`src/rtl/bsg_cache_dma_to_simple_mem.sv`:
```
// Purpose: turns one cache DMA packet (fill or evict) into single-beat requests on a valid/yumi memory port.
// Latency: first memory request the cycle after packet accept; fill data and evict data pass through with zero added latency.
// Backpressure: fill beats stall on dma_data_ready_i, evict beats on mem_yumi_i; masked-off evict beats drain without a memory request.
module bsg_cache_dma_to_simple_mem #(
    // Defaults only keep stand-alone elaboration legal; integrators always set the first three.
    parameter int addr_width_p          = 32,
    parameter int data_width_p          = 32,
    parameter int block_size_in_words_p = 8,
    parameter int dma_data_width_p      = data_width_p
) (
    input  logic                                          clk_i,
    input  logic                                          reset_i,

    input  logic [1+addr_width_p+block_size_in_words_p-1:0] dma_pkt_i,
    input  logic                                          dma_pkt_v_i,
    output logic                                          dma_pkt_yumi_o,

    output logic [dma_data_width_p-1:0]                   dma_data_o,
    output logic                                          dma_data_v_o,
    input  logic                                          dma_data_ready_i,

    input  logic [dma_data_width_p-1:0]                   dma_data_i,
    input  logic                                          dma_data_v_i,
    output logic                                          dma_data_yumi_o,

    output logic                                          mem_v_o,
    output logic                                          mem_w_o,
    output logic [addr_width_p-1:0]                       mem_addr_o,
    output logic [dma_data_width_p-1:0]                   mem_data_o,
    output logic [dma_data_width_p/8-1:0]                 mem_mask_o,
    input  logic                                          mem_yumi_i,

    input  logic [dma_data_width_p-1:0]                   mem_data_i,
    input  logic                                          mem_data_v_i,
    output logic                                          mem_data_ready_o
);

    localparam int word_bytes_lp     = data_width_p / 8;
    localparam int beat_bytes_lp     = dma_data_width_p / 8;
    localparam int words_per_beat_lp = dma_data_width_p / data_width_p;
    localparam int burst_len_lp      = block_size_in_words_p * data_width_p / dma_data_width_p;
    localparam int cnt_width_lp      = $clog2(burst_len_lp + 1);

    localparam logic [cnt_width_lp-1:0] burst_cnt_lp = cnt_width_lp'(burst_len_lp);
    localparam logic [cnt_width_lp-1:0] last_cnt_lp  = cnt_width_lp'(burst_len_lp - 1);
    localparam logic [cnt_width_lp-1:0] one_cnt_lp   = cnt_width_lp'(1);

    typedef struct packed {
        logic                             write_not_read;
        logic [addr_width_p-1:0]          addr;
        logic [block_size_in_words_p-1:0] mask;
    } dma_pkt_s;

    typedef enum logic [1:0] {IDLE, READ, WRITE} state_e;

    dma_pkt_s pkt_in;
    assign pkt_in = dma_pkt_i;

    // The direction bit is consumed by the state choice, so only addr and mask are kept.
    state_e                           state_q,    state_d;
    logic [addr_width_p-1:0]          addr_q,     addr_d;
    logic [block_size_in_words_p-1:0] mask_q,     mask_d;
    logic [cnt_width_lp-1:0]          req_cnt_q,  req_cnt_d;
    logic [cnt_width_lp-1:0]          beat_cnt_q, beat_cnt_d;

    logic [words_per_beat_lp-1:0]     beat_mask;
    logic [dma_data_width_p/8-1:0]    byte_mask;
    logic [cnt_width_lp-1:0]          addr_cnt;

    // Pick the word-mask slice for the current evict beat and widen it to a byte mask.
    always_comb begin
        beat_mask = '0;
        byte_mask = '0;
        for (int w = 0; w < words_per_beat_lp; w++) begin
            beat_mask[w] = mask_q[int'(beat_cnt_q) * words_per_beat_lp + w];
            byte_mask[w*word_bytes_lp +: word_bytes_lp] = {word_bytes_lp{beat_mask[w]}};
        end
    end

    // Reads advance by request count, writes by beat count; the sum wraps at the address width.
    assign addr_cnt   = (state_q == WRITE) ? beat_cnt_q : req_cnt_q;
    assign mem_addr_o = addr_q + addr_width_p'(32'(addr_cnt) * beat_bytes_lp);
    assign mem_data_o = dma_data_i;
    assign dma_data_o = mem_data_i;

    // Handshake outputs decode from state; all are held low while reset is asserted.
    always_comb begin
        dma_pkt_yumi_o   = 1'b0;
        dma_data_v_o     = 1'b0;
        dma_data_yumi_o  = 1'b0;
        mem_v_o          = 1'b0;
        mem_w_o          = 1'b0;
        mem_mask_o       = '0;
        mem_data_ready_o = 1'b0;
        if (!reset_i) begin
            case (state_q)
                IDLE: dma_pkt_yumi_o = dma_pkt_v_i;
                READ: begin
                    mem_v_o          = (req_cnt_q < burst_cnt_lp);
                    dma_data_v_o     = mem_data_v_i;
                    mem_data_ready_o = dma_data_ready_i;
                end
                WRITE: begin
                    mem_w_o    = 1'b1;
                    mem_mask_o = byte_mask;
                    if (|beat_mask) begin
                        mem_v_o         = dma_data_v_i;
                        dma_data_yumi_o = mem_yumi_i;
                    end else begin
                        // Fully masked beat: drain it from the cache without touching memory.
                        dma_data_yumi_o = dma_data_v_i;
                    end
                end
                default: ;
            endcase
        end
    end

    // Next state: latch the packet in IDLE, count requests and beats, leave on the last beat.
    always_comb begin
        state_d    = state_q;
        addr_d     = addr_q;
        mask_d     = mask_q;
        req_cnt_d  = req_cnt_q;
        beat_cnt_d = beat_cnt_q;
        case (state_q)
            IDLE: begin
                if (dma_pkt_v_i) begin
                    addr_d     = pkt_in.addr;
                    mask_d     = pkt_in.mask;
                    req_cnt_d  = '0;
                    beat_cnt_d = '0;
                    state_d    = pkt_in.write_not_read ? WRITE : READ;
                end
            end
            READ: begin
                if (mem_v_o && mem_yumi_i) begin
                    req_cnt_d = req_cnt_q + one_cnt_lp;
                end
                if (mem_data_v_i && dma_data_ready_i) begin
                    beat_cnt_d = beat_cnt_q + one_cnt_lp;
                    if (beat_cnt_q == last_cnt_lp) begin
                        state_d = IDLE;
                    end
                end
            end
            WRITE: begin
                if (dma_data_yumi_o) begin
                    beat_cnt_d = beat_cnt_q + one_cnt_lp;
                    if (beat_cnt_q == last_cnt_lp) begin
                        state_d = IDLE;
                    end
                end
            end
            default: state_d = IDLE;
        endcase
    end

    // State registers with synchronous reset back to IDLE and cleared counters.
    always_ff @(posedge clk_i) begin
        if (reset_i) begin
            state_q    <= IDLE;
            addr_q     <= '0;
            mask_q     <= '0;
            req_cnt_q  <= '0;
            beat_cnt_q <= '0;
        end else begin
            state_q    <= state_d;
            addr_q     <= addr_d;
            mask_q     <= mask_d;
            req_cnt_q  <= req_cnt_d;
            beat_cnt_q <= beat_cnt_d;
        end
    end

    // Memory must never present more read responses than requests it has accepted.
    assert property (@(posedge clk_i) disable iff (reset_i)
        (state_q == READ && mem_data_v_i) |-> (beat_cnt_q < req_cnt_q));

endmodule

```
`config.mk`:
```
export PLATFORM = sky130hd
export DESIGN_NAME = bsg_cache_dma_to_simple_mem
export DESIGN_NICKNAME = d
export VERILOG_FILES = /design/src/rtl/bsg_cache_dma_to_simple_mem.sv
export SDC_FILE = /design/constraint.sdc
export NUM_CORES = 1
export LEC_CHECK = 0
export CAP_MARGIN = 20
export CORE_ASPECT_RATIO = 1.25
export CORE_UTILIZATION = 40
export CTS_BUF_LIST = sky130_fd_sc_hd__clkbuf_2
export DETAILED_ROUTE_END_ITERATION = 8
export PLACE_DENSITY = 0.89
export SETUP_SLACK_MARGIN = 0.5
export SLEW_MARGIN = 20
export SYNTH_ARGS = -nofsm -noshare
export SYNTH_HDL_FRONTEND = slang
export SYNTH_SLANG_ARGS = --single-unit
```
`constraint.sdc`:
```
create_clock -name clk_i -period 6.9 [get_ports clk_i]
set_input_delay 1.38 -clock clk_i [delete_from_list [all_inputs] [get_ports clk_i]]
set_output_delay 1.38 -clock clk_i [all_outputs]
set_load 0.01 [all_outputs]
```
=== Word-level counts from Yosys, hierarchy flattened ===
Index checks and enable logic that the tools add are counted.

* Add/sub/neg operators: 3
* $lt $le $gt $ge: 2
* Equal/unequal tests: 7
* Multiplexer cells: 31
* Reduce and logical (&&, ||, !) cells: 9

{| class="wikitable"
|+ Operators with widths
! operator !! count
|-
| $add 32x6->32 || 1
|-
| $mux 4 || 7
|-
| $mux 1 || 14
|-
| $pmux 4 s3 || 1
|-
| $mux 2 || 5
|-
| $add 4x1->4 const B || 2
|-
| $lt 4x4->1 const B || 2
|-
| $ne 2x2->1 const B || 4
|-
| $pmux 4 s2 || 1
|-
| $pmux 2 s3 || 1
|-
| $reduce_and 3->1 || 2
|-
| $eq 4x3->1 const B || 1
|-
| $reduce_and 4->1 || 1
|-
| $bmux 1 s3 || 1
|-
| $reduce_bool 3->1 || 1
|-
| $eq 2x1->1 const B || 1
|-
| $eq 2x2->1 const B || 1
|-
| $logic_and 1x1->1 || 2
|-
| $logic_not 2->1 || 1
|-
| $pmux 1 s2 || 1
|-
| $reduce_and 2->1 || 1
|-
| $reduce_bool 2->1 || 1
|}

* Register bits after elaboration: 50
* Output and inout bits: 106
* Word-level logic and storage cells: 57

=== Logic depth before layout (Yosys ltp) ===
* Depth after elaboration: 8
* Depth in mapped cells: 11

=== Worst setup path after synthesis ===
OpenSTA, ideal clock, no wires.

* Path type: reg2out
* Start point: register state_q[0]
* End point: output port mem_addr_o[23]
* Arrival: 2496 ps
* Setup slack: 3024 ps
* Stages on the path, launching flop included: 11
* Cells stage by stage: dfxtp_1 -> inv_1 -> ha_1 -> mux2_2 -> ha_1 -> a21o_1 -> a21oi_1 -> o21bai_1 -> and2_0 -> and4_1 -> xor2_1

* Longest elaborated chain between the ends: 3

{| class="wikitable"
|+ Ends and longest elaborated chain
! element !! RTL line !! text
|-
| start, declared || 60 || <nowiki>state_e state_q, state_d;</nowiki>
|-
| start signal, assigned || 168 || <nowiki>state_q <= state_d;</nowiki>
|-
| $eq 2x2->1 || 81 || <nowiki>assign addr_cnt = (state_q == WRITE) ? beat_cnt_q : req_cnt_q;</nowiki>
|-
| $mux 4 || 81 ||
|-
| $add 32x6->32 || 82 || <nowiki>assign mem_addr_o = addr_q + addr_width_p'(32'(addr_cnt) * beat_bytes_lp);</nowiki>
|-
| end, declared || 28 || <nowiki>output logic [addr_width_p-1:0] mem_addr_o,</nowiki>
|}

Every way passes these cells.

=== Worst setup path after layout ===
Same ends and word-level chain as after synthesis.

==> results_dict.tcl <==
set metrics [dict create \
    status "completed" \
    cts_root_buffer "clkbuf_2" \
    dieArea_um2 8540 \
    power_frac_seq_pct 39.0 \
    yosys_warnings 0 \
    syn-cell-area_um2 3270 \
    wl_per_cell_um 14.3 \
    drt_drc_violations_left 0 \
    switching_share_pct 38.5 \
    postCtsSetupBuffers 0 \
    place_area_um2 3700 \
    setup_ws_ps 1630 \
    synth-async-reset-ratio_pct 0 \
    dp_hpwl_um 5680 \
    crit_path_max_incr_delay_ps 560 \
    cp_top_family "simple AND/OR/NAND/NOR gates" \
    vdd_drop_max_v 0.000136 \
    rows 36 \
    grt-ovfl-total 0 \
    total_power_mw 1.01 \
    ys_seq_area_share_pct 30.6 \
    postCtsHoldBufs 0 \
    fin_skew_ps 17.0 \
    ys_ff_latch 50 \
    track_usage_pct 17.7 \
    finalMaxSlewViolations 0 \
    fin_crit_sh_pct 76.4 \
    grt_max_degree 52 \
    yosysUniqueCellTypes 45 \
    comb_power_share_pct 46.0 \
    fmax_ghz 0.190 \
    grt_busiest_layer "met2" \
    nets 556 \
    ios 218 \
    path_buf_inv 2 \
    maxCapViolations 0 \
    grtUsageMet2_pct 31.0 \
    cts_tree "built" \
    start_util_pct 41.7 \
    drtIter0Drc 101 \
    tns_ps 0 \
    postRouteAntennaNets 0 \
    synth-edff-count 0 \
    p_switching_uw 388 \
    numClockSinks 50 \
    internal-power_uw 619 \
    drive_above_1_share_pct 4.85 \
    end_kind "output pin" \
    ys.flop_type "dfxtp_1" \
    layout_commonest_cell "nand2_1" \
    clockPowerShare_pct 15.0 \
    wl_um 7540 \
    grt_pass1_vias 2655 \
    vias 2780 \
    crit_type "reg2out" \
    power_density_nw_per_um2 267 \
    use_met3_pct 5.12 \
    clock_path_buffers 2 \
    worstPathMaxFanout 8 \
    gp_congestion 0.868 \
    synth_area_per_cell_um2 7.78 \
    core_um2 7840 \
    die_y_um 103 \
    leakage_nw 1.43 \
    first_pass_iters 4 \
    pre_cts_slack_ps 2060 \
    grt_setup_unrepaired "false" \
    crit_required_ps 5520 \
    setup_viol 0 \
    antenna_found_initial 0 \
    synthCells 420 \
    critPathArrivalTime_ps 3890 \
    synth_area_leaders "dfxtp_1 (31%), buf_4 (16%), nand2_1 (11%)" \
    synthesis.nets 544 \
    hold_violations 0 \
    final_cell_area_um2 3770 \
    n_antenna_cell 0 \
    final_cell_mix "nand2_1 (100), clkdlybuf4s50_1 (88), dfxtp_1 (50)" \
    cts-buffers-inserted 5 \
    path_cells "inv_1 -> ha_1 -> mux2_2 -> ha_1 -> a21o_1 -> a21oi_1 -> o21bai_1 -> and2_0 -> and4_1 -> xor2_1 -> clkdlybuf4s50_1" \
    area_delta_synth_final_pct 15.3 \
    grt_util_met1_pct 18.3 \
    port_buffers 89 \
    start_kind "flop" \
    synth_area_leader_cell "dfxtp_1" \
    clk_latency_ps 410 \
    vias_per_cell 5.27 \
    die_w_um 82.8 \
    grt_pass1_wl_um 12300 \
    post_cts_resize_count 0 \
    cpMostUsedCell "ha_1" \
    tightestPinTransition_ps 940 \
    min_path_type "reg2reg" \
    h-tree-depth 2 \
    relSlewSlack_pct 37.3 \
    layout_min_cycle_time_ps 5270 \
    clk_pin_slew_ps 250 \
    cp_slowest_cell "clkdlybuf4s50_1" \
    yosysTopAreaCellShare_pct 30.6 \
]
## synth_stat cells, types with 5 or more instances
cell and count:
nor2_1 11, inv_1 10, xor2_1 6, nand3_1 17, nor3_1 5, clkbuf_1 14
nand4_1 6, buf_4 70, ha_1 11, a21oi_1 46, dfxtp_1 50, nand2_1 100
xnor2_1 22
## per-layer routing
metal,vias to the layer above,wire length (um)
met5,-,0
met4,0,458
met3,53,594
met2,121,3630
met1,1258,2850
li1,1348,-
## sequential cells by signal, summed over array words and instances, names as in the netlist
| register | cells |
|---|---|
| addr_q | 32 |
| beat_cnt_q | 4 |
| mask_q | 8 |
| req_cnt_q | 4 |
| state_q | 2 |
## worst min-delay path: cells and delay by family (launching register included)
kind | cells | cell delay, ps
flip-flops | 1 | 370
AND/OR/NAND/NOR | 1 | 50
AO/OA/AOI/OAI | 1 | 50
## logic make-up after synthesis
logic type	Yosys count	synth area share [%]
simple gates	160	21.8
mux	9	4.44
compound gates	65	11.7
buf+inv	96	19.1
xor+xnor	28	7.50
fa+ha+maj	12	4.82
flops	50	30.6
## through the flow
step | instances | hold WS [ps] | util [%]
final | 528 | 469 | 48.1
after global routing | 528 | 493 | 48.1
after CTS | 528 | 473 | 48.1
after detailed placement | 520 | 446 | 47.2
after global placement | 520 | 441 | 47.2
after floorplan | 420 | 432 | -
## power groups by stage
| stage | Clock, mW | Combinational (mW) | Sequential (mW) |
|---|---|---|---|
| finish | 0.152 | 0.463 | 0.393 |
| global route | 0.168 | 0.515 | 0.401 |
| CTS | 0.158 | 0.467 | 0.392 |
| detailed placement | 0 | 0.466 | 0.399 |
| global placement | 0 | 0.450 | 0.395 |
| floorplan | 0 | 0.345 | 0.386 |
## path summary, 6_finish.rpt
kind / from / to / slack, ps / cells after the start
min: mask_q[1] / mask_q[1] / 470 / 2
max reg2reg: beat_cnt_q[0] / beat_cnt_q[3] / 4460 / 6
min reg2reg: mask_q[1] / mask_q[1] / 470 / 2
max: state_q[0] / mem_addr_o[23] / 1630 / 11
## cell type report
type / count / area [um^2]
Clock buffer: 5 / 25.0
Timing Repair Buffer: 91 / 901
Inverter: 10 / 37.5
Tap cell: 95 / 119
Sequential cell: 50 / 1000
Clock inverter: 3 / 40.0
Multi-Input combinational cell: 274 / 1640
Fill cell: 794 / 4070
No activity file was read; power rests on OpenSTA's default activity.
